<file path="src/rtl/oric_tap_player.sv">
// rtl/oric_tap_player.sv - .TAP capture into tape RAM and Oric fast-format cassette playback
module oric_tap_player #(
  parameter int ADDR_W    = 16,
  parameter int HALF_CYC  = 9984,
  parameter int STOP_BITS = 4
) (
  input  logic              clk_sys,
  input  logic              reset,
  input  logic              dl_active,
  input  logic              dl_wr,
  input  logic [ADDR_W-1:0] dl_addr,
  input  logic [7:0]        dl_data,
  output logic [ADDR_W-1:0] mem_addr,
  output logic              mem_we,
  output logic [7:0]        mem_wdata,
  input  logic [7:0]        mem_rdata,
  input  logic              play,
  input  logic              stop,
  input  logic              motor,
  output logic              tape_out,
  output logic              busy,
  output logic              done,
  output logic [ADDR_W:0]   tap_len
);

  // start bit + 8 data bits + parity + stop bits
  localparam int FRAME_LEN = 10 + STOP_BITS;
  localparam int CNT_W     = $clog2(2 * HALF_CYC);
  localparam int IDX_W     = $clog2(FRAME_LEN);
  localparam logic [CNT_W-1:0]  SHORT_END = CNT_W'(HALF_CYC - 1);
  localparam logic [CNT_W-1:0]  LONG_END  = CNT_W'(2 * HALF_CYC - 1);
  localparam logic [IDX_W-1:0]  LAST_IDX  = IDX_W'(FRAME_LEN - 1);
  localparam logic [ADDR_W:0]   ONE_LEN   = (ADDR_W + 1)'(1);
  localparam logic [CNT_W-1:0]  CNT_ONE   = CNT_W'(1);
  localparam logic [IDX_W-1:0]  IDX_ONE   = IDX_W'(1);

  typedef enum logic [2:0] {S_IDLE, S_LOAD, S_FETCH, S_WAIT, S_BIT} state_t;

  state_t               state, state_nxt;
  logic                 dl_q;
  logic                 done_nxt;
  logic [CNT_W-1:0]     hcnt;
  logic [IDX_W-1:0]     bit_idx;
  logic [FRAME_LEN-1:0] frame;
  logic [ADDR_W:0]      rd_ptr;

  logic                 dl_rise;
  logic                 load_wr;
  logic [ADDR_W:0]      wr_len;
  logic [ADDR_W:0]      rd_inc;
  logic                 last_byte;
  logic [CNT_W-1:0]     low_end;
  logic                 bit_end;
  logic                 byte_end;

  assign dl_rise   = dl_active & ~dl_q;
  assign load_wr   = (state == S_LOAD) & dl_active & dl_wr;
  assign wr_len    = {1'b0, dl_addr} + ONE_LEN;
  assign rd_inc    = rd_ptr + ONE_LEN;
  assign last_byte = (rd_inc == tap_len);
  // a '1' has a short low phase, a '0' a long one; the high phase is always short
  assign low_end   = frame[bit_idx] ? SHORT_END : LONG_END;
  assign bit_end   = (state == S_BIT) & motor & ~tape_out & (hcnt == low_end);
  assign byte_end  = bit_end & (bit_idx == LAST_IDX);

  // state register
  always_ff @(posedge clk_sys or posedge reset) begin
    if (reset) state <= S_IDLE;
    else       state <= state_nxt;
  end

  // next state, done request and RAM port muxing
  always_comb begin
    state_nxt = state;
    done_nxt  = 1'b0;
    busy      = (state != S_IDLE);
    mem_we    = 1'b0;
    mem_addr  = rd_ptr[ADDR_W-1:0];
    mem_wdata = 8'h00;
    if (load_wr) begin
      mem_we    = 1'b1;
      mem_addr  = dl_addr;
      mem_wdata = dl_data;
    end
    if (dl_rise) begin
      state_nxt = S_LOAD;
    end else begin
      case (state)
        S_IDLE: begin
          if (play && !stop) begin
            if (tap_len != '0) state_nxt = S_FETCH;
            else               done_nxt  = 1'b1;
          end
        end
        S_LOAD:  if (!dl_active) state_nxt = S_IDLE;
        S_FETCH: state_nxt = stop ? S_IDLE : S_WAIT;
        S_WAIT:  state_nxt = stop ? S_IDLE : S_BIT;
        S_BIT: begin
          if (stop) begin
            state_nxt = S_IDLE;
          end else if (byte_end) begin
            state_nxt = last_byte ? S_IDLE : S_FETCH;
            done_nxt  = last_byte;
          end
        end
        default: state_nxt = S_IDLE;
      endcase
    end
  end

  // image length, read pointer, frame and bit-timing datapath
  always_ff @(posedge clk_sys or posedge reset) begin
    if (reset) begin
      dl_q     <= 1'b0;
      done     <= 1'b0;
      tap_len  <= '0;
      rd_ptr   <= '0;
      tape_out <= 1'b0;
      hcnt     <= '0;
      bit_idx  <= '0;
      frame    <= '0;
    end else begin
      dl_q <= dl_active;
      done <= done_nxt;
      if (dl_rise) begin
        tap_len  <= '0;
        rd_ptr   <= '0;
        tape_out <= 1'b0;
        hcnt     <= '0;
        bit_idx  <= '0;
      end else begin
        case (state)
          S_LOAD: begin
            if (load_wr && wr_len > tap_len) tap_len <= wr_len;
            if (!dl_active) rd_ptr <= '0;
          end
          S_FETCH: if (stop) rd_ptr <= '0;
          S_WAIT: begin
            if (stop) begin
              rd_ptr <= '0;
            end else begin
              frame    <= {{STOP_BITS{1'b1}}, ~^mem_rdata, mem_rdata, 1'b0};
              hcnt     <= '0;
              bit_idx  <= '0;
              tape_out <= 1'b1;
            end
          end
          S_BIT: begin
            if (stop) begin
              rd_ptr   <= '0;
              tape_out <= 1'b0;
              hcnt     <= '0;
              bit_idx  <= '0;
            end else if (motor) begin
              if (tape_out) begin
                if (hcnt == SHORT_END) begin
                  hcnt     <= '0;
                  tape_out <= 1'b0;
                end else begin
                  hcnt <= hcnt + CNT_ONE;
                end
              end else if (hcnt == low_end) begin
                hcnt <= '0;
                if (bit_idx == LAST_IDX) begin
                  rd_ptr <= last_byte ? '0 : rd_inc;
                end else begin
                  bit_idx  <= bit_idx + IDX_ONE;
                  tape_out <= 1'b1;
                end
              end else begin
                hcnt <= hcnt + CNT_ONE;
              end
            end
          end
          default: ;
        endcase
      end
    end
  end

endmodule
</file>
<file path="config.mk">
export PLATFORM = sky130hd
export DESIGN_NAME = oric_tap_player
export DESIGN_NICKNAME = d
export VERILOG_FILES = /design/src/rtl/oric_tap_player.sv
export SDC_FILE = /design/constraint.sdc
export NUM_CORES = 1
export LEC_CHECK = 0
export CAP_MARGIN = 10
export CORE_MARGIN = 2
export CORE_UTILIZATION = 47
export CTS_CLUSTER_SIZE = 40
export DETAILED_ROUTE_END_ITERATION = 8
export GPL_TIMING_DRIVEN = 0
export HOLD_SLACK_MARGIN = 0.06
export PLACE_DENSITY = 0.71
export SLEW_MARGIN = 20
export SYNTH_ARGS = -nofsm -noshare
export SYNTH_HDL_FRONTEND = slang
export SYNTH_SLANG_ARGS = --single-unit
</file>
<file path="constraint.sdc">
create_clock -name clk_sys -period 3.62 [get_ports clk_sys]
set_clock_uncertainty 0.05 [all_clocks]
set_input_delay 1.086 -clock clk_sys [delete_from_list [all_inputs] [get_ports clk_sys]]
set_output_delay 1.086 -clock clk_sys [all_outputs]
set_load 0.005 [all_outputs]
</file>
==> run metrics, run 1 <==
status=finished clean; Final Net Count=813; Clk pwr share=33.5%; H-Tree Depth=3; register area=1730 sq um; Worst Path Required=2.48 ns; reg-to-reg startpoint=rd_ptr[0]; Yosys Warn Count=0; CTS Buffer Depth=2; Die X-Extent=110 um; most common cell after layout, fill and taps aside=nand2_1; Max Cap Violations=0; Root Buffer=clkbuf_16; Worst-Skew Late Latency=0.34 ns; Logic pwr share=28.1%; Setup Total Neg Slack=0 ns; commonest non-fill, non-tap cells in the layout=nand2_1 (86), dfrtp_1 (69), nor2_1 (51), clkdlybuf4s50_1 (51); die area=12,200 sq um; critical path class=in2out; HPWL after DPL=11,500 um; xor/xnor cell area share of the yosys netlist=7.09%; largest net degree at the start of global routing=55; sequential-to-total area share from yosys stat=32.5%; Final Util=64.1%; layout cells sized above 1=18.0%; Switch Pwr=0.779 mW; fillers=924; worst setup path start=dl_wr; final global-route overflow total=0; Post-Synth Adder-Cell Area=5.18%; post-synthesis mux area share=6.41%; DR vias/cell=5.89; DRC viols=0; wire per inst=17.6 um; All-Layer GR Usage=27.2%; port bufs=83; Mapped Area=5310 sq um; CTS sink cnt=69; Syn Area/Cell=8.34 sq um; Sw Ratio=31.3%; number of synthesized flops with an enable pin=0; fin crit share=97.9%; initial antenna violation count=0; 1st-iter DRT viols=281; Fin. Hold Viols=0; peak supply drop=0.288 mV; Worst Max-Slew Pin Slew=0.709 ns; sequential share of power=38.4%; number of detailed-route iterations in the first pass=4; Internal=1.71 mW; P&R area growth vs syn=32.0%; Synth Register Bits=69; multi-input logic area=3460 sq um; Tot Pwr=2.48 mW; ys flop type=dfrtp_1; boundary pin count=84; final setup fails=0; Synth Area in Compound Gates=15.3%; Slew Viols, Final=0; critical path arrival=2.41 ns; vias in the first global route=5,187; Power Density=354 nW/um^2; gpl congestion=0.929; Die Y=110 um; HP Class=reg2reg; Placed Instances=861; Ant. Diodes=0; Final ANT Viol Nets=0; Initial Util=48.6%; hold_sp=hcnt[7]; clk slew on worst S/H paths=0.06 ns; CTS buffer count=9; WL final=15,800 um; max_slew headroom=52.7%; syn_nets=698; Cell Rows=38; Cell variety after synth=68; Post-synth ARST share=100%; via count=5,281; Core Box Area=10,900 sq um; leak pwr=3.21 nW; largest family of logic cells by synthesized area=simple AND/OR/NAND/NOR gates; Crit Path Max Fanout=5; CP Launch Type=input port; Critical Path Sink Type=output port; Worst R2R Path Depth=13; synthesized instance count=637; hold depth=1; simple-gate share of the synthesized area=27.9%; Final Non-Filler Cells=897; fin crit period=3.54 ns; CTS tree=done; worst hold slack=0.445 ns; first-pass GRT wire length=25,500 um; fmax=282 MHz
[power groups by stage]
stage / Combinational (mW) / Sequential (mW) / Clock [mW]
2_1_floorplan: 0.386 / 0.936 / 0
3_3_place_gp: 0.617 / 0.957 / 0
3_5_place_dp: 0.636 / 0.963 / 0
4_1_cts: 0.676 / 0.950 / 0.838
5_1_grt: 0.765 / 0.964 / 0.883
6_report: 0.699 / 0.953 / 0.833
[worst paths after layout]
kind | to | slack (ns)
max in group asynchronous | tap_len[5] | 2.00
min | hcnt[7] | 0.45
min reg2reg | hcnt[7] | 0.45
min in group asynchronous | rd_ptr[14] | 0.98
max | mem_wdata[6] | 0.08
max reg2reg | rd_ptr[2] | 0.47
[layer usage]
layer  vias up  global-route usage (%)  wire [um]
li1       2504                       -          -
met1      2541                    36.3       7030
met2       201                    43.8       7380
met3        35                    4.70       1070
met4         0                    10.6        331
met5         -                       0          0
[cells by family after synthesis]
logic type | Yosys count
DFF | 69
muxes | 30
xor gates and xnor gates | 43
and+or+nand+nor | 287
adders and majority gates | 22
AOI/OAI and AO/OA | 119
buffers and inverters | 67
[worst max-delay path: stages]
cell and delay [ns]:
dlygate4sd2_1 0.21, nand4_1 0.11, buf_6 0.17, inv_4 0.08
clkbuf_8 0.14, and2_1 0.12, clkdlybuf4s50_1 0.49
[flip-flops by register name, indices dropped and copies added (netlist names)]
name	flops
bit_idx	4
tape_out	1
state	3
done	1
tap_len	17
hcnt	15
frame	10
rd_ptr	17
dl_q	1
[timing repair]
| action | CTS | global route |
|---|---|---|
| resized for setup | 83 | 40 |
| cloned | 4 | 0 |
| hold endpoints to repair | 0 | 0 |
| pin swaps | 11 | 14 |
| setup buffers | 12 | 4 |
| hold buffers | 0 | 0 |
| endpoints found under the setup margin | 42 | 28 |
[area by class of cell]
class / count / area share, %
plain buffers: 37 / 3.55
clock buffers: 11 / 3.46
clock inverters: 5 / 0.518
inverters: 30 / 1.68
multi-input cells: 501 / 49.4
flip-flops and latches: 69 / 24.6
well taps: 140 / 2.50
repair buffers: 103 / 14.2
repair inverters: 1 / 0.0714
[synthesized netlist by cell type, drive strengths merged (3+ instances only)]
cell type	n	area share, %
and4	4	0.66
nor2b	5	0.59
nand3	36	3.5
nor3b	3	0.52
and3	16	1.9
o41ai	3	0.64
nor4	10	1.6
dfrtp	69	33
a21o	5	0.71
and2	13	1.5
inv	30	2.1
a31oi	12	1.4
nor3	12	1.1
o31ai	5	0.71
o211ai	5	0.71
nand2	91	6.4
o2111ai	3	0.49
nor2	56	4.1
nand4	18	2.5
xor2	12	2.0
o21ai	35	3.5
a211oi	15	2.1
ha	22	5.2
clkbuf	18	1.3
a21oi	16	1.5
or2	4	0.52
mux2i	16	3.0
nand2b	12	1.8
buf	19	2.2
mux2	12	2.5
xnor2	31	5.1
a311oi	3	0.49
[stage by stage]
stage / instance area, sq um / setup WS [ns]
2_1_floorplan: 5320 / 0.00570
3_3_place_gp: 6320 / -1.21
3_5_place_dp: 6350 / -1.27
4_1_cts: 6900 / 0.00314
5_1_grt: 7010 / -0.0387
6_report: 7010 / 0.0767
No activity file was read; power rests on OpenSTA's default activity.
==> run 2, diff against run 1 <==
- ABC_AREA: unset -> 1
- CTS_CLUSTER_SIZE: 40 -> unset
==> run metrics, run 2 <==
Critical Path Sink Type=flop; Core Box Area=10,900 sq um; reg-to-reg startpoint=rd_ptr[1]; post-synth top area share=32.7%; Mapped Area=5290 sq um; fmax=266 MHz; boundary pin count=84; peak supply drop=0.407 mV; commonest non-fill, non-tap cells in the layout=nand2_1 (216), inv_1 (104), dfrtp_1 (69), nor2_1 (61), nand3_1 (55); DRC viols=0; number of synthesized flops with an enable pin=0; failing checks=negative setup slack; top flop regs=rd_ptr x17, tap_len x17, hcnt x15; Worst-Skew Late Latency=0.37 ns; WL final=17,200 um; Synth area leader=dfrtp_1; RSZ-0062 raised after global routing=yes; port bufs=83; CTS Buffer Depth=2; HP Class=reg2reg; Worst Path Required=3.80 ns; max_slew headroom=66.2%; fin crit share=104%; CTS tree=done; HPWL after DPL=12,400 um; Fin. Hold Viols=0; Syn Area/Cell=6.83 sq um; CP Launch Type=input port; clk slew on worst S/H paths=0.08 ns; status=complete, but fails checks; CTS sink cnt=69; 1st-iter DRT viols=498; hold_sp=frame[10]; commonest cells in the netlist=nand2_1 (219), inv_1 (112), dfrtp_1 (69); Die X-Extent=110 um; post-placement setup slack=-1.20 ns; largest family of logic cells by synthesized area=simple AND/OR/NAND/NOR gates; gpl congestion=0.937; die area=12,100 sq um; multi-input logic area=3290 sq um; via count=5,815; cell with the most instances after synthesis=nand2_1; Worst Max-Slew Pin Slew=0.506 ns; critical path class=in2reg; ys flop type=dfrtp_1; critical path arrival=3.94 ns; Crit Path Max Fanout=5; Yosys Warn Count=0; final global-route overflow total=0; CTS buffer count=9; most common cell after layout, fill and taps aside=nand2_1; Final ANT Viol Nets=0; sequential-to-total area share from yosys stat=32.7%; final setup fails=17; Cell Rows=38; Synth Register Bits=69; Synth Area in Compound Gates=10.0%; H-Tree Depth=3; Slew Viols, Final=0; simple-gate share of the synthesized area=36.4%; Max Cap Violations=0; largest net degree at the start of global routing=39; All-Layer GR Usage=29.9%; Die Y=110 um; vias in the first global route=5,697; Cell variety after synth=47; largest stage delay on the critical path=0.29 ns; Area contributors post-synth=dfrtp_1 (33%), nand2_1 (16%), inv_1 (8.0%); Post-Synth Adder-Cell Area=5.21%; Final Net Count=963; first-pass GRT wire length=27,900 um; register area=1730 sq um; P&R area growth vs syn=36.3%; Slowest-stage cell, CP=ha_4; fillers=928; Ant. Diodes=0; initial antenna violation count=0; worst setup path start=dl_addr[0]; Power Density=360 nW/um^2; number of detailed-route iterations in the first pass=5; Initial Util=48.6%; leak pwr=3.68 nW; post-synthesis mux area share=0%; synthesized instance count=774; Cell Chain, Critical Path=buf_12 > ha_4 > nand3_4 > nor2_4 > nand2_2 > nor3_4 > nand2_2 > buf_4 > nor2_2 > xor2_2 > inv_1 > ha_4 > nand2_1 > nor3_2 > nand3_1 > o211ai_1 > nand2_1 > nand2_4 > clkbuf_16 > o22ai_2; final setup margin=-0.137 ns; wire per inst=16.5 um; worst hold slack=0.409 ns; fin crit period=3.76 ns; xor/xnor cell area share of the yosys netlist=5.47%; syn_nets=835; DR vias/cell=5.55; hold_buf cts=0; Root Buffer=clkbuf_8; layout cells sized above 1=16.1%; Post-synth ARST share=100%
[run 2: cell count changes in the layout (fill, tap and decap cells not counted), sizes merged, moves of 18 or more]
| cell | change |
|---|---|
| nor2 | +19 |
| xnor2 | -26 |
| nand3 | +29 |
| nand2 | +135 |
| clkbuf | -19 |
| o22ai | +18 |
| inv | +90 |
[run 2: power breakdown]
group | total (mW) | internal (mW) | switching (mW)
clock | 0.716 | 0.390 | 0.326
sequential | 0.920 | 0.860 | 0.0601
combinational | 0.956 | 0.405 | 0.552
[run 2: final cells by class]
class                           count  area share (%)
Inverter                          120            6.43
Sequential cell                    69            24.0
Tap cell                          140            2.43
Buffer                             15            2.22
Multi-Input combinational cell    571            45.7
Timing Repair Buffer              116            16.2
Clock inverter                      7            1.35
Clock buffer                        9            1.72
[run 2: timing repair]
item                                    CTS  global route
pin swaps                                18            10
hold endpoints to repair                  0             0
buffers inserted                         20             7
resized for setup                       102            40
gates cloned                              5             1
endpoints found under the setup margin   42            37
[run 2: path summary, 6_finish.rpt]
path	end	slack, ns	depth (start not counted)
min in group asynchronous	rd_ptr[1]	1.03	2
setup reg to reg	rd_ptr[1]	1.11	15
max in group asynchronous	tape_out	1.93	3
hold reg to reg	frame[10]	0.41	2
hold / removal	frame[10]	0.41	2
setup / recovery	tap_len[10]	-0.14	20
[run 2: kinds of logic after synthesis]
group / after synthesis
fa+ha+maj: 22
flops: 69
simple gates: 424
buf+inv: 135
compound gates: 91
xor+xnor: 33
[run 2: through the flow]
stage	TNS, ns	instances	util (%)	total power, mW	area [sq um]
6_report	-1.67	1047	66.2	2.59	7200
5_1_grt	-4.57	1047	66.2	2.76	7200
4_1_cts	-0.317	1039	64.2	2.55	6990
3_5_place_dp	-36.30	998	58.3	1.76	6350
3_3_place_gp	-69.94	997	58.1	1.74	6330
2_1_floorplan	0	774	-	1.44	5320
[run 2: per-layer routing]
metal | up-vias | share of wire, % | GRT usage, %
met5 | - | 0 | 0
met1 | 2740 | 40 | 36.5
li1 | 2779 | - | -
met2 | 246 | 51 | 52.4
met4 | 0 | 2.8 | 11.8
met3 | 50 | 6.6 | 5.29
[run 2: worst max-delay path, delay by kind of cell]
| kind | cells | cell delay [ns] |
|---|---|---|
| adders and majority gates | 2 | 0.43 |
| xor gates and xnor gates | 1 | 0.20 |
| AOI/OAI and AO/OA | 2 | 0.33 |
| and+or+nand+nor | 11 | 1.37 |
| buffers and inverters | 4 | 0.52 |
